`src/rtl/mult_div_unit_if.sv`:
```
// Pipeline-control <-> multiply/divide unit bundle; master is the pipeline, slave is the unit.
// Abort exists only when MDU_ABORT_EN is defined.
interface mult_div_unit_if #(
    parameter int WIDTH = 32
);
    logic             Start;
    logic [1:0]       Op;
    logic [WIDTH-1:0] OperandA;
    logic [WIDTH-1:0] OperandB;
`ifdef MDU_ABORT_EN
    logic             Abort;
`endif
    logic             Busy;
    logic             Done;
    logic [WIDTH-1:0] HiOut;
    logic [WIDTH-1:0] LoOut;
    logic             HiWriteEnable;
    logic             LoWriteEnable;
    logic             DivByZero;

    modport master (
`ifdef MDU_ABORT_EN
        output Abort,
`endif
        output Start, Op, OperandA, OperandB,
        input  Busy, Done, HiOut, LoOut, HiWriteEnable, LoWriteEnable, DivByZero
    );

    modport slave (
`ifdef MDU_ABORT_EN
        input  Abort,
`endif
        input  Start, Op, OperandA, OperandB,
        output Busy, Done, HiOut, LoOut, HiWriteEnable, LoWriteEnable, DivByZero
    );
endinterface

```
`src/rtl/mult_div_unit.sv`:
```
// Iterative MULT/MULTU/DIV/DIVU unit feeding the HI/LO registers; optional MDU_ABORT_EN adds Abort.
// Latency: Done one cycle after edge Start+WIDTH+2 (WIDTH ITER steps + 1 drain, 1 FIX, 1 DONE).
// Backpressure: none; pipeline stalls on Busy, Start is honoured only in IDLE.
module mult_div_unit #(
    parameter int WIDTH = 32
) (
    input  logic           Clk,
    input  logic           Reset,
    mult_div_unit_if.slave bus
);
    localparam int CW = $clog2(WIDTH + 1);
    localparam logic [CW-1:0] LAST = CW'(WIDTH);

    typedef enum logic [1:0] {IDLE, ITER, FIX, DONE} state_t;

    state_t           state, state_nxt;
    logic [CW-1:0]    count;
    logic             is_div, neg_q, neg_r, div_zero;
    logic [WIDTH-1:0] b_reg, hi_acc, lo_acc;
    logic [WIDTH-1:0] hi_out_q, lo_out_q;
    logic             dbz_q;
    logic             abort_hit;

    logic             op_signed, a_neg, b_neg;
    logic [WIDTH-1:0] a_mag, b_mag;
    logic [WIDTH:0]   mul_sum, div_shift, div_diff;
    logic             div_ge;
    logic [2*WIDTH-1:0] prod, prod_fix;
    logic [WIDTH-1:0] q_fix, r_fix;

`ifdef MDU_ABORT_EN
    assign abort_hit = bus.Abort && (state == ITER || state == FIX);
`else
    assign abort_hit = 1'b0;
`endif

    always_ff @(posedge Clk) begin
        if (!Reset) state <= IDLE;
        else        state <= state_nxt;
    end

    always_comb begin
        state_nxt = state;
        case (state)
            IDLE:    if (bus.Start) state_nxt = ITER;
            ITER:    if (count == LAST) state_nxt = FIX;
            FIX:     state_nxt = DONE;
            DONE:    state_nxt = IDLE;
            default: state_nxt = IDLE;
        endcase
        if (abort_hit) state_nxt = IDLE;
    end

    // Signed ops run on magnitudes; signs are reapplied in FIX.
    assign op_signed = ~bus.Op[0];
    assign a_neg     = op_signed & bus.OperandA[WIDTH-1];
    assign b_neg     = op_signed & bus.OperandB[WIDTH-1];
    assign a_mag     = a_neg ? -bus.OperandA : bus.OperandA;
    assign b_mag     = b_neg ? -bus.OperandB : bus.OperandB;

    assign mul_sum   = {1'b0, hi_acc} + (lo_acc[0] ? {1'b0, b_reg} : {(WIDTH+1){1'b0}});
    assign div_shift = {hi_acc, lo_acc[WIDTH-1]};
    assign div_diff  = div_shift - {1'b0, b_reg};
    assign div_ge    = ~div_diff[WIDTH];

    assign prod      = {hi_acc, lo_acc};
    assign prod_fix  = neg_q ? -prod : prod;
    assign q_fix     = neg_q ? -lo_acc : lo_acc;
    assign r_fix     = neg_r ? -hi_acc : hi_acc;

    always_ff @(posedge Clk) begin
        if (!Reset) begin
            count    <= '0;
            is_div   <= 1'b0;
            neg_q    <= 1'b0;
            neg_r    <= 1'b0;
            div_zero <= 1'b0;
            b_reg    <= '0;
            hi_acc   <= '0;
            lo_acc   <= '0;
            hi_out_q <= '0;
            lo_out_q <= '0;
            dbz_q    <= 1'b0;
        end else begin
            case (state)
                IDLE: if (bus.Start) begin
                    is_div   <= bus.Op[1];
                    neg_q    <= a_neg ^ b_neg;
                    neg_r    <= a_neg;
                    div_zero <= (bus.OperandB == '0);
                    count    <= '0;
                    hi_acc   <= '0;
                    dbz_q    <= 1'b0;
                    // Multiply shifts the multiplier out of lo; divide shifts the dividend out of lo.
                    if (bus.Op[1]) begin
                        b_reg  <= b_mag;
                        lo_acc <= a_mag;
                    end else begin
                        b_reg  <= a_mag;
                        lo_acc <= b_mag;
                    end
                end
                ITER: if (!abort_hit && count != LAST) begin
                    count <= count + CW'(1);
                    if (is_div) begin
                        hi_acc <= div_ge ? div_diff[WIDTH-1:0] : div_shift[WIDTH-1:0];
                        lo_acc <= {lo_acc[WIDTH-2:0], div_ge};
                    end else begin
                        hi_acc <= mul_sum[WIDTH:1];
                        lo_acc <= {mul_sum[0], lo_acc[WIDTH-1:1]};
                    end
                end
                FIX: if (!abort_hit) begin
                    dbz_q <= is_div & div_zero;
                    if (!is_div) begin
                        hi_out_q <= prod_fix[2*WIDTH-1:WIDTH];
                        lo_out_q <= prod_fix[WIDTH-1:0];
                    end else if (div_zero) begin
                        // Remainder path already holds |dividend|, so r_fix restores the dividend.
                        hi_out_q <= r_fix;
                        lo_out_q <= '1;
                    end else begin
                        hi_out_q <= r_fix;
                        lo_out_q <= q_fix;
                    end
                end
                default: ;
            endcase
        end
    end

    assign bus.Busy          = (state == ITER) || (state == FIX);
    assign bus.Done          = (state == DONE);
    assign bus.HiWriteEnable = (state == DONE);
    assign bus.LoWriteEnable = (state == DONE);
    assign bus.HiOut         = hi_out_q;
    assign bus.LoOut         = lo_out_q;
    assign bus.DivByZero     = dbz_q;
endmodule

```
`src/flat_wrapper.sv`:
```
// flat-port wrapper written by rule: the top's interface ports become plain ports
module mult_div_unit_flat 
#(
    parameter int WIDTH = 32
)
  (Clk, Reset, bus_Start, bus_Op, bus_OperandA, bus_OperandB, bus_Busy, bus_Done, bus_HiOut, bus_LoOut, bus_HiWriteEnable, bus_LoWriteEnable, bus_DivByZero);
  mult_div_unit_if #(.WIDTH(WIDTH)) bus_i ();
  input  logic Clk;
  input  logic Reset;
  input wire logic [$bits(bus_i.Start)-1:0] bus_Start;
  input wire logic [$bits(bus_i.Op)-1:0] bus_Op;
  input wire logic [$bits(bus_i.OperandA)-1:0] bus_OperandA;
  input wire logic [$bits(bus_i.OperandB)-1:0] bus_OperandB;
  output wire logic [$bits(bus_i.Busy)-1:0] bus_Busy;
  output wire logic [$bits(bus_i.Done)-1:0] bus_Done;
  output wire logic [$bits(bus_i.HiOut)-1:0] bus_HiOut;
  output wire logic [$bits(bus_i.LoOut)-1:0] bus_LoOut;
  output wire logic [$bits(bus_i.HiWriteEnable)-1:0] bus_HiWriteEnable;
  output wire logic [$bits(bus_i.LoWriteEnable)-1:0] bus_LoWriteEnable;
  output wire logic [$bits(bus_i.DivByZero)-1:0] bus_DivByZero;
  assign bus_i.Start = bus_Start;
  assign bus_i.Op = bus_Op;
  assign bus_i.OperandA = bus_OperandA;
  assign bus_i.OperandB = bus_OperandB;
  assign bus_Busy = bus_i.Busy;
  assign bus_Done = bus_i.Done;
  assign bus_HiOut = bus_i.HiOut;
  assign bus_LoOut = bus_i.LoOut;
  assign bus_HiWriteEnable = bus_i.HiWriteEnable;
  assign bus_LoWriteEnable = bus_i.LoWriteEnable;
  assign bus_DivByZero = bus_i.DivByZero;
  mult_div_unit #(.WIDTH(WIDTH)) u_core (.Clk(Clk), .Reset(Reset), .bus(bus_i));
endmodule
```
`config.mk`:
```
export PLATFORM = sky130hd
export DESIGN_NAME = mult_div_unit_flat
export DESIGN_NICKNAME = d
export VERILOG_FILES = /design/src/rtl/mult_div_unit_if.sv /design/src/rtl/mult_div_unit.sv /design/src/flat_wrapper.sv
export SDC_FILE = /design/constraint.sdc
export NUM_CORES = 1
export LEC_CHECK = 0
export CAP_MARGIN = 20
export CORE_AREA = 2 2 243 245
export DETAILED_ROUTE_END_ITERATION = 10
export DIE_AREA = 0 0 245 247
export MAX_ROUTING_LAYER = met4
export PLACE_DENSITY_LB_ADDON = 0.2
export SETUP_SLACK_MARGIN = 0.05
export SLEW_MARGIN = 20
export SYNTH_ARGS = -nofsm -noshare
export SYNTH_HDL_FRONTEND = slang
export SYNTH_SLANG_ARGS = --single-unit
export TNS_END_PERCENT = 5
```
`constraint.sdc`:
```
create_clock -name Clk -period 3.14 [get_ports Clk]
set_input_delay 0.628 -clock Clk [delete_from_list [all_inputs] [get_ports Clk]]
set_output_delay 0.628 -clock Clk [all_outputs]
set_load 0.01 [all_outputs]
```
==> flow_summary_export.csv <==
group,metric,value,unit
outcome,outcome,"finished, final reports clean",
drt,first_pass_iters,5,
synthesis,yosysWarningCount,0,
finish,drive_above_1_share,21.2,%
power_and_ir_drop,power_density,700,nW/um2
clock_network,cts_made_buffers,17,
clock_network,clockBufferDepth,2,
setup_path,worstPathArrival,3.46,ns
drt,antenna_left,0,
sta,relSlewSlack,48.9,%
sta,worst_pin_slew,0.767,ns
drt,dr_total_vias,15600,
sta,fin_crit_sh,97.9,%
floorplan,die-width,245,um
worst_hold_path,holdCritPathClass,"reg2reg",
setup_path,crit_top_cell,"buf_4",
power_and_ir_drop,vdd_drop_max,0.000469,V
clock_network,clock-sinks,173,
power_and_ir_drop,finalPower,13.9,mW
floorplan,die-area,60500,um2
setup_path,critPathRequiredTime,3.52,ns
clock_network,clk_latency,0.50,ns
finish,final_cells,3094,
drt,wl_per_cell,19.5,um
synthesis,seq_area_frac_synth,24.2,%
sta,fmax,0.325,GHz
finish,final_area,19800,um2
sta,fin_tns_setup,0,ns
synthesis,syn_area,14300,um2
setup_path,path_max_fanout,3,
finish,insertedDiodeCount,0,
sta,setup_viol,0,
grt,use_met2,34.6,%
clock_network,htreeDepth,4,
floorplan,placementRows,89,
grt,use_met1,25.5,%
grt,grt_pass1_wl,92300,um
setup_path,crit_path_end_kind,"register",
clock_network,cts_tree,"yes",
sta,skew,0.0157,ns
grt,antenna_found_initial,1,
synthesis,synth_seq_cells,173,
synthesis,synth_edf_count,0,
placement,dp_cells,3049,
clock_network,path_clk_slew,0.07,ns
grt,grt_pass1_vias,15400,
setup_path,crit_buf_inv,3,
drt,drt_wl_total,60300,um
drt,drt_iter0_drc,1067,
placement,io_buffers,137,
synthesis,synthFlopType,"dfxtp_1",
placement,place_hpwl,48400,um
grt,gr-total-overflow,0,
sta,rsz0062_at_grt,"true",
floorplan,pin_count,138,
drt,drc,0,
synthesis,synthCells,1937,
setup_path,critPathTopFamily,"compound AO/OA/AOI/OAI gates",
synthesis,syn-num-nets,2082,
grt,grt_use_total,20.6,%
grt,busiest_layer,"met2",
grt,grt_use_met3,2.21,%
drt,viasPerCell,5.03,
setup_path,criticalPathCategory,"reg2reg",
run,maxCapViolCount,0,
setup_path,slowest_stage,"mux2_4",
synthesis,ys_types,89,
setup_path,slowest_delay,0.36,ns
floorplan,die_h,247,um
synthesis,async_flop_share,0,%
sta,hold_viol,0,
clock_network,ctsHoldBuffers,0,
clock_network,cts-root-buf,"clkbuf_16",
grt,grt_max_degree,80,
sta,slew_viol_final,0,
setup_path,critPathLaunchType,"register",
power_and_ir_drop,p_leak,7.96,nW
finish,nets,2453,
finish,final_util,34.0,%
synthesis,syn_area_per_cell,7.39,um2
finish,area_delta_synth_final,38.3,%
floorplan,core_area,58200,um2
floorplan,start_util,24.6,%
sta,fin_crit,3.08,ns
placement,place_area,18700,um2
setup_path,crit_chain,"buf_4 -> ha_2 -> fa_2 -> nand2b_4 -> a21oi_4 -> o211a_1 -> or2_4 -> o21ai_4 -> mux2_4 -> buf_12 -> buf_4 -> o21ai_0 -> a21oi_1 -> a221o_1",
placement,gp_congestion,0.998,
## per-stage QoR
stage	setup slack, ns	hold WS, ns
floorplan	0.0783	0.432
global placement	-0.427	0.444
detailed placement	-0.377	0.446
global route	-0.0573	0.471
finish	0.0647	0.451
CTS	0.00501	0.455
## worst min-delay path, stage by stage, from the launching register on
cell	delay, ns
dfxtp_1	0.31
nand2_1	0.05
a21oi_1	0.05
## layout by cell type, fill, tap and decap left out, types with 8 or more instances in the layout
cell / netlist / layout
xnor2_1: 88 / 88
or3_1: 14 / 14
nor4_2: 3 / 8
o31ai_1: 24 / 23
a21o_1: 20 / 20
a31oi_1: 16 / 15
mux2_2: 18 / 17
nand4_1: 13 / 13
xor2_1: 83 / 83
nor2_1: 200 / 195
o211ai_1: 28 / 28
and3_1: 9 / 9
nand2b_1: 11 / 10
buf_4: 5 / 319
o21ai_0: 176 / 169
clkbuf_16: 0 / 17
or4_1: 15 / 15
buf_12: 0 / 10
nand3_1: 32 / 32
a21oi_1: 219 / 208
nor2b_1: 14 / 12
nand2_1: 177 / 176
and2_1: 12 / 11
dfxtp_1: 173 / 169
inv_1: 69 / 67
o21a_1: 11 / 11
clkdlybuf4s50_1: 0 / 135
a21oi_2: 0 / 9
mux2i_1: 50 / 49
a22oi_1: 22 / 22
nor3_1: 51 / 48
o21ai_1: 15 / 20
ha_1: 74 / 62
a211oi_1: 49 / 46
## logic make-up (layout without fill, tap and decap cells)
family                     after synthesis  in the layout  share of synthesized area (%)
muxes                                   68             68                           4.91
AOI/OAI and AO/OA                      661            661                           28.5
xor gates and xnor gates               171            171                           10.5
adders and majority gates               76             76                           6.74
DFF                                    173            173                           24.2
and+or+nand+nor                        599            599                           20.0
buffers and inverters                  189            573                           5.21
## path summary, 6_finish.rpt
path,slack [ns],from,end,depth (start not counted)
min,0.45,u_core.b_reg[9],u_core.b_reg[9],2
max,0.06,u_core.b_reg[0],u_core.hi_acc[20],14
min reg2reg,0.45,u_core.b_reg[9],u_core.b_reg[9],2
max reg2reg,0.06,u_core.b_reg[0],u_core.hi_acc[20],14
## report_power, final
| group | switching [mW] | leakage, nW | internal, mW |
|---|---|---|---|
| clock | 1.12 | 0.287 | 1.14 |
| combinational | 4.76 | 6.26 | 3.74 |
| sequential | 0.376 | 1.41 | 2.74 |
| total | 6.26 | 7.96 | 7.61 |
## repair_timing
item	4_1_cts	5_1_grt
buffers inserted	8	3
resized for setup	35	56
gates cloned	2	0
pin swaps	8	23
setup endpoints to repair	41	59
## final cells by class
type                    instances  area [um2]
well taps                     773         967
flip-flops and latches        173        3470
clock inverters                14         169
clock buffers                  18         429
inverters                      71         269
repair buffers                470        4040
multi-input cells            1575       10500
fillers                      6221       38400
## routing by layer
layer / share of wire (%) / wire, um
met5: 0 / 0
met2: 49 / 29400
met4: 3.0 / 1800
met3: 2.9 / 1750
met1: 45 / 27300
## synthesized netlist by cell type, types with 4 or more instances
cell type | instances | area [um2]
a21o_1 | 20 | 150
a311oi_1 | 6 | 52.6
or4_1 | 15 | 113
o41ai_2 | 5 | 81.3
o21ai_1 | 15 | 75.1
o211ai_1 | 28 | 210
o31ai_1 | 24 | 180
o2111ai_1 | 4 | 35.0
nand3_1 | 32 | 160
buf_1 | 6 | 22.5
nand4_1 | 13 | 81.3
o21ai_0 | 176 | 881
a22oi_1 | 22 | 165
mux2i_1 | 50 | 500
a21oi_1 | 219 | 1100
o221ai_1 | 4 | 35.0
mux2_2 | 18 | 203
o22ai_1 | 7 | 43.8
nand3b_1 | 5 | 37.5
inv_1 | 69 | 259
o31a_1 | 5 | 43.8
nor2b_1 | 14 | 87.6
and2_1 | 12 | 75.1
o21a_1 | 11 | 82.6
nor3_1 | 51 | 255
ha_1 | 74 | 926
or3_1 | 14 | 87.6
nand2_1 | 177 | 664
a31oi_1 | 16 | 100
dfxtp_1 | 173 | 3460
o21bai_1 | 7 | 52.6
or2_2 | 8 | 50.1
a211oi_1 | 49 | 368
nor2_1 | 200 | 751
and3_1 | 9 | 56.3
buf_4 | 5 | 37.5
xor2_1 | 83 | 727
xnor2_1 | 88 | 771
nand2b_1 | 11 | 68.8
clkbuf_1 | 103 | 387
nor4_1 | 12 | 75.1
o41ai_1 | 6 | 52.6
(Power assumes the default switching activity.)
